File: config.mk
export PLATFORM = sky130hd
export DESIGN_NAME = cs_loader
export DESIGN_NICKNAME = d
export VERILOG_FILES = /design/src/rtl/cs_loader_pkg.sv /design/src/rtl/cs_loader_counter.sv /design/src/rtl/cs_loader.sv
export SDC_FILE = /design/constraint.sdc
export NUM_CORES = 1
export LEC_CHECK = 0
export BUFFER_PORTS_ARGS = -buffer_cell sky130_fd_sc_hd__buf_2
export CELL_PAD_IN_SITES_DETAIL_PLACEMENT = 0
export CELL_PAD_IN_SITES_GLOBAL_PLACEMENT = 1
export CORE_ASPECT_RATIO = 0.9
export CORE_MARGIN = 1.5
export CORE_UTILIZATION = 38
export DETAILED_ROUTE_END_ITERATION = 6
export PLACE_DENSITY_LB_ADDON = 0.1
export SLEW_MARGIN = 20
export SYNTH_ARGS = -nofsm -noshare
export SYNTH_HDL_FRONTEND = slang
export SYNTH_HIERARCHICAL = 1
export SYNTH_SLANG_ARGS = --single-unit
File: constraint.sdc
create_clock -name clk -period 4.1 [get_ports clk]
set_clock_uncertainty 0.1 [all_clocks]
set_input_delay 0.82 -clock clk [delete_from_list [all_inputs] [get_ports clk]]
set_output_delay 0.82 -clock clk [all_outputs]
set_load 0.005 [all_outputs]
File: src/rtl/cs_loader_pkg.sv
// Shared definitions for the control store loader: state encoding, default
// widths and the latency-wait preload helper.
package cs_loader_pkg;

    localparam int         CS_ADDR_WIDTH = 8;
    localparam int         CS_DATA_WIDTH = 64;
    localparam logic [7:0] CS_HALT_ADDR  = 8'hFE;
    localparam int         WAIT_WIDTH    = 3;

    typedef enum logic [2:0] {
        ST_RST     = 3'd0,
        ST_C_SETUP = 3'd1,
        ST_C_WRITE = 3'd2,
        ST_C_HOLD  = 3'd3,
        ST_V_SETUP = 3'd4,
        ST_DONE    = 3'd5,
        ST_ERROR   = 3'd6
    } state_e;

    // The wait counter counts down to zero, so a latency of N loads N-1.
    function automatic logic [WAIT_WIDTH-1:0] wait_preload(input int latency);
        return WAIT_WIDTH'(latency - 1);
    endfunction

endpackage

File: src/rtl/cs_loader_counter.sv
// Control store address counter: synchronous clear has priority over count
// enable; it never wraps on its own, the FSM clears it at the top address.
module cs_loader_counter
    import cs_loader_pkg::*;
#(
    parameter int WIDTH = CS_ADDR_WIDTH
) (
    input  logic             clk,
    input  logic             rst_n,
    input  logic             clr,
    input  logic             ce,
    output logic [WIDTH-1:0] q,
    output logic             at_max
);

    logic [WIDTH-1:0] q_q;
    logic [WIDTH-1:0] q_d;

    always_comb begin
        q_d = q_q;
        if (clr) begin
            q_d = '0;
        end else if (ce) begin
            q_d = q_q + WIDTH'(1);
        end
    end

    // NOTE: state registers use non-blocking assignments so every flop samples
    // pre-edge values regardless of process evaluation order.
    always_ff @(posedge clk or negedge rst_n) begin
        if (!rst_n) begin
            q_q <= '0;
        end else begin
            q_q <= q_d;
        end
    end

    assign q      = q_q;
    assign at_max = (q_q == {WIDTH{1'b1}});

endmodule

File: src/rtl/cs_loader.sv
// Copies the microcode EPROM into the control store RAM after reset, optionally
// reads it back for comparison, then hands the control store to the sequencer.
module cs_loader
    import cs_loader_pkg::*;
#(
    parameter int ADDR_WIDTH  = CS_ADDR_WIDTH,
    parameter int DATA_WIDTH  = CS_DATA_WIDTH,
    parameter int ROM_LATENCY = 1,
    parameter int VERIFY      = 1
) (
    input  logic                  clk,
    input  logic                  _reset,
    input  logic                  reload,
    input  logic [DATA_WIDTH-1:0] rom_q,
    input  logic [DATA_WIDTH-1:0] ram_q,
    output logic [ADDR_WIDTH-1:0] cs_addr,
    output logic [DATA_WIDTH-1:0] ram_wdata,
    output logic                  ram__w,
    output logic                  busy,
    output logic                  cs_ready,
    output logic                  load_error,
    output logic [ADDR_WIDTH-1:0] err_addr
);

    localparam logic [WAIT_WIDTH-1:0] WAIT_LOAD = wait_preload(ROM_LATENCY);
    localparam logic                  VERIFY_EN = (VERIFY != 0);

    state_e                 state_q,      state_d;
    logic [WAIT_WIDTH-1:0]  wait_q,       wait_d;
    logic [DATA_WIDTH-1:0]  wdata_q,      wdata_d;
    logic                   ram_w_n_q,    ram_w_n_d;
    logic                   busy_q,       busy_d;
    logic                   cs_ready_q,   cs_ready_d;
    logic                   load_error_q, load_error_d;
    logic [ADDR_WIDTH-1:0]  err_addr_q,   err_addr_d;

    logic                   cnt_clr;
    logic                   cnt_ce;
    logic                   cnt_at_max;
    logic [ADDR_WIDTH-1:0]  addr;

    cs_loader_counter #(
        .WIDTH (ADDR_WIDTH)
    ) u_addr (
        .clk    (clk),
        .rst_n  (_reset),
        .clr    (cnt_clr),
        .ce     (cnt_ce),
        .q      (addr),
        .at_max (cnt_at_max)
    );

    // NOTE: every signal gets a default before the case so no path leaves one
    // unassigned, which would otherwise infer a latch.
    always_comb begin
        state_d      = state_q;
        wait_d       = wait_q;
        wdata_d      = wdata_q;
        load_error_d = load_error_q;
        err_addr_d   = err_addr_q;
        cnt_clr      = 1'b0;
        cnt_ce       = 1'b0;

        unique case (state_q)
            ST_RST: begin
                state_d = ST_C_SETUP;
                wait_d  = WAIT_LOAD;
                cnt_clr = 1'b1;
            end
            ST_C_SETUP: begin
                if (wait_q == '0) begin
                    wdata_d = rom_q;
                    state_d = ST_C_WRITE;
                end else begin
                    wait_d = wait_q - WAIT_WIDTH'(1);
                end
            end
            ST_C_WRITE: begin
                state_d = ST_C_HOLD;
            end
            ST_C_HOLD: begin
                wait_d = WAIT_LOAD;
                if (cnt_at_max) begin
                    cnt_clr = 1'b1;
                    state_d = VERIFY_EN ? ST_V_SETUP : ST_DONE;
                end else begin
                    cnt_ce  = 1'b1;
                    state_d = ST_C_SETUP;
                end
            end
            ST_V_SETUP: begin
                if (wait_q != '0) begin
                    wait_d = wait_q - WAIT_WIDTH'(1);
                end else if (ram_q != rom_q) begin
                    state_d      = ST_ERROR;
                    load_error_d = 1'b1;
                    err_addr_d   = addr;
                end else if (cnt_at_max) begin
                    cnt_clr = 1'b1;
                    state_d = ST_DONE;
                end else begin
                    cnt_ce = 1'b1;
                    wait_d = WAIT_LOAD;
                end
            end
            ST_DONE, ST_ERROR: begin
                // Reload is honoured only here; elsewhere it is simply dropped.
                if (reload) begin
                    state_d      = ST_C_SETUP;
                    wait_d       = WAIT_LOAD;
                    cnt_clr      = 1'b1;
                    load_error_d = 1'b0;
                    err_addr_d   = '0;
                end
            end
            default: begin
                state_d = ST_RST;
            end
        endcase

        // Outputs are registered from the next state so they change with it.
        ram_w_n_d  = (state_d != ST_C_WRITE);
        busy_d     = (state_d inside {ST_C_SETUP, ST_C_WRITE, ST_C_HOLD, ST_V_SETUP});
        cs_ready_d = (state_d == ST_DONE);
    end

    always_ff @(posedge clk or negedge _reset) begin
        if (!_reset) begin
            state_q      <= ST_RST;
            wait_q       <= '0;
            wdata_q      <= '0;
            ram_w_n_q    <= 1'b1;
            busy_q       <= 1'b0;
            cs_ready_q   <= 1'b0;
            load_error_q <= 1'b0;
            err_addr_q   <= '0;
        end else begin
            state_q      <= state_d;
            wait_q       <= wait_d;
            wdata_q      <= wdata_d;
            ram_w_n_q    <= ram_w_n_d;
            busy_q       <= busy_d;
            cs_ready_q   <= cs_ready_d;
            load_error_q <= load_error_d;
            err_addr_q   <= err_addr_d;
        end
    end

    assign cs_addr    = addr;
    assign ram_wdata  = wdata_q;
    assign ram__w     = ram_w_n_q;
    assign busy       = busy_q;
    assign cs_ready   = cs_ready_q;
    assign load_error = load_error_q;
    assign err_addr   = err_addr_q;

endmodule

==> impl_metrics.yaml <==
clock_network:
  cts_htree_levels: 3
  clk_transition_reported_paths_ps: 60
  numCtsBuffers: 9
  ctsResizeCount: 0
  cts_sinks: 90
  clk_latency_ps: 350
  clockRootBuffer: "clkbuf_16"
  post-cts-setup-buffer-count: 0
  clock_path_buffers: 2
  cts_tree: "built"
  postCtsHoldBufs: 0
floorplanning:
  io_pins: 215
  rows: 37
  initial_core_util: 0.389
  die_x_um: 117
  fp.dieH_um: 105
  floorplan.core_area_sq_um: 11400
  dieArea_sq_um: 12300
synth:
  synth_cell_types: 38
  syn-cell-area_sq_um: 4430
  async_reset_ff_frac: 1.00
  yosys_warnings: 6
  synthFlopType: "dfrtp_1"
  yosysSeqAreaShare: 0.508
  synth_fp_nets: 504
  synth-edff-count: 0
  synthCells: 370
  ys_ff_latch: 90
  syn_avg_cell_area_sq_um: 12.0
detailed_routing:
  wl_met3_um: 945
  drc: 0
  vias: 3570
  drt_iter0_drc: 104
  vias_per_cell: 4.80
  dr.max_layer_used: "met4"
  wl_met1_um: 4710
  wl_met2_um: 5630
  wl_per_cell_um: 15.4
  ant_nets: 0
  firstDrtPassIters: 4
  routed_wirelength_um: 11500
worst_setup_path:
  cp-start-kind: "input pin"
  endpoint_kind: "flop"
  reg2reg_to: "err_addr[4]"
  path_buf_inv: 2
  cp.depth: 11
  crit_arrival_ps: 3250
  crit_top_cell: "a21oi_1"
  cpPeakStageDelay_ps: 510
  ff2ff_path_depth: 6
  cp_cell_sequence: "buf_2 > xor2_1 > nor4_1 > nand4_1 > nor4_4 > nand2_1 > a21oi_1 > buf_4 > nand4_4 > or3_1 > a21oi_1"
  critical-path-slowest-cell: "nor4_1"
  crit_type: "in -> reg"
  reg2reg_from: "wait_q[1]"
  worstPathRequired_ps: 4270
  path_max_fanout: 6
  path_delay_family: "simple AND/OR/NAND/NOR gates"
  r2r_setup_slack_ps: 1540
place:
  place_congestion: 0.818
  port_buffers: 214
  dp_hpwl_um: 8820
  dpl_worst_slack_ps: 567
final_layout:
  nFillCells: 1072
  final_cell_mix: "buf_2 (213), dfrtp_1 (89), xor2_1 (68), mux2_2 (65), nand2_1 (22)"
  mostFrequentLayoutCell: "buf_2"
  nNetsFinal: 719
  drive_gt1_frac: 0.510
  area_delta_synth_final_pct: 34.4
  diodes: 0
  fin_util: 0.523
sta:
  worst_pin_slew_ps: 872
  fin_crit_sh: 0.751
  period_needed_ps: 3080
  max_clock_freq_ghz: 0.325
  setup_viol: 0
  finalWorstSetupSlack_ps: 1020
  hold_viol_final: 0
  fin_setup_tns_ps: 0
  relSlewSlack: 0.416
  final_max_slew_viol_count: 0
  grt_setup_unrepaired: "no"
grt:
  grt_max_degree: 66
  grt_pass1_wl_um: 17900
  grt.total_usage: 0.193
  antenna_found_initial: 0
  first_global_vias: 3680
  grt-ovfl-total: 0
run:
  drv_cap: 0
hold_path:
  holdPathStages: 1
  hold_start: "load_error"
  whs_endpoint: "load_error"
  hold_path.class: "reg -> reg"
outcome:
  outcome: "completed"
pwr:
  p_leak_nw: 2.92
  peakVddDrop_uv: 360
  powerDensity_nw_per_um2: 623
==> worst max-delay path by stage <==
stage | from | end | slack (ps)
floorplan | rom_q[22] | u_addr/q[5] | 1260
global placement | rom_q[59] | u_addr/q[5] | 650
detailed placement | rom_q[59] | u_addr/q[7] | 570
CTS | rom_q[59] | u_addr/q[7] | 930
global route | rom_q[59] | u_addr/q[7] | 860
finish | rom_q[59] | u_addr/q[7] | 1020
==> worst reg2reg max path, cell delays in order (launching register included) <==
cell,delay (ps)
dfrtp_1,390
inv_1,100
ha_1,170
nor3b_1,430
and3_1,280
nor2b_2,730
mux2i_1,280
==> flip-flops by register name, indices dropped and copies added, names as in the netlist <==
signal,cells
ram_wdata,64
busy,1
wait_q,3
err_addr,8
ram__w,1
load_error,1
cs_ready,1
state_q,3
u_addr/q,8
==> per-layer routing <==
metal,track usage,vias to the layer above
met4,0.0585,0
met3,0.0690,14
met1,0.220,1694
met5,0,-
li1,-,1715
met2,0.336,147
==> stage by stage <==
step,cells,hold slack (ps),area (sq um),total power [mW]
2_1_floorplan,370,374,4430,2.31
3_3_place_gp,730,361,5680,2.93
3_5_place_dp,730,371,5680,2.95
4_1_cts,744,386,5960,3.77
5_1_grt,744,406,5960,3.97
6_report,744,382,5960,3.71
==> report_power, final <==
group	total, mW	switching (mW)	leakage, nW	internal, mW
Sequential	1.47	0.202	1.09	1.27
Clock	0.797	0.332	0.131	0.465
Combinational	1.44	0.639	1.70	0.805
==> synthesized netlist by cell type (5+ instances only) <==
cell type,instances,area share
a21oi_1,11,0.012
buf_1,6,0.0051
clkbuf_1,5,0.0042
dfrtp_1,89,0.50
inv_1,15,0.013
mux2_2,65,0.17
mux2i_1,9,0.020
nand2_1,23,0.019
nand3_1,7,0.0079
nand4_1,7,0.0099
nor2_1,13,0.011
nor4_1,17,0.024
o21ai_0,5,0.0056
xor2_1,68,0.13
==> logic make-up (layout without fill, tap and decap cells) <==
family,count (synthesis),count (layout),share of synthesized area
XOR/XNOR,69,69,0.136
AND/OR/NAND/NOR,77,77,0.0940
flip-flops,90,90,0.508
buffers and inverters,29,247,0.0274
adder cells (fa/ha/maj),4,4,0.0107
multiplexers,74,74,0.185
AO/OA/AOI/OAI,27,27,0.0376
==> area by class of cell <==
type	count	area [sq um]	share of cell area
Sequential cell	90	2250	0.378
Tap cell	156	195	0.0328
Timing Repair Buffer	218	1120	0.187
Clock inverter	3	42.5	0.00714
Multi-Input combinational cell	251	2060	0.346
Clock buffer	11	233	0.0391
Inverter	15	56.3	0.00945
No activity file was read; power rests on OpenSTA's default activity.
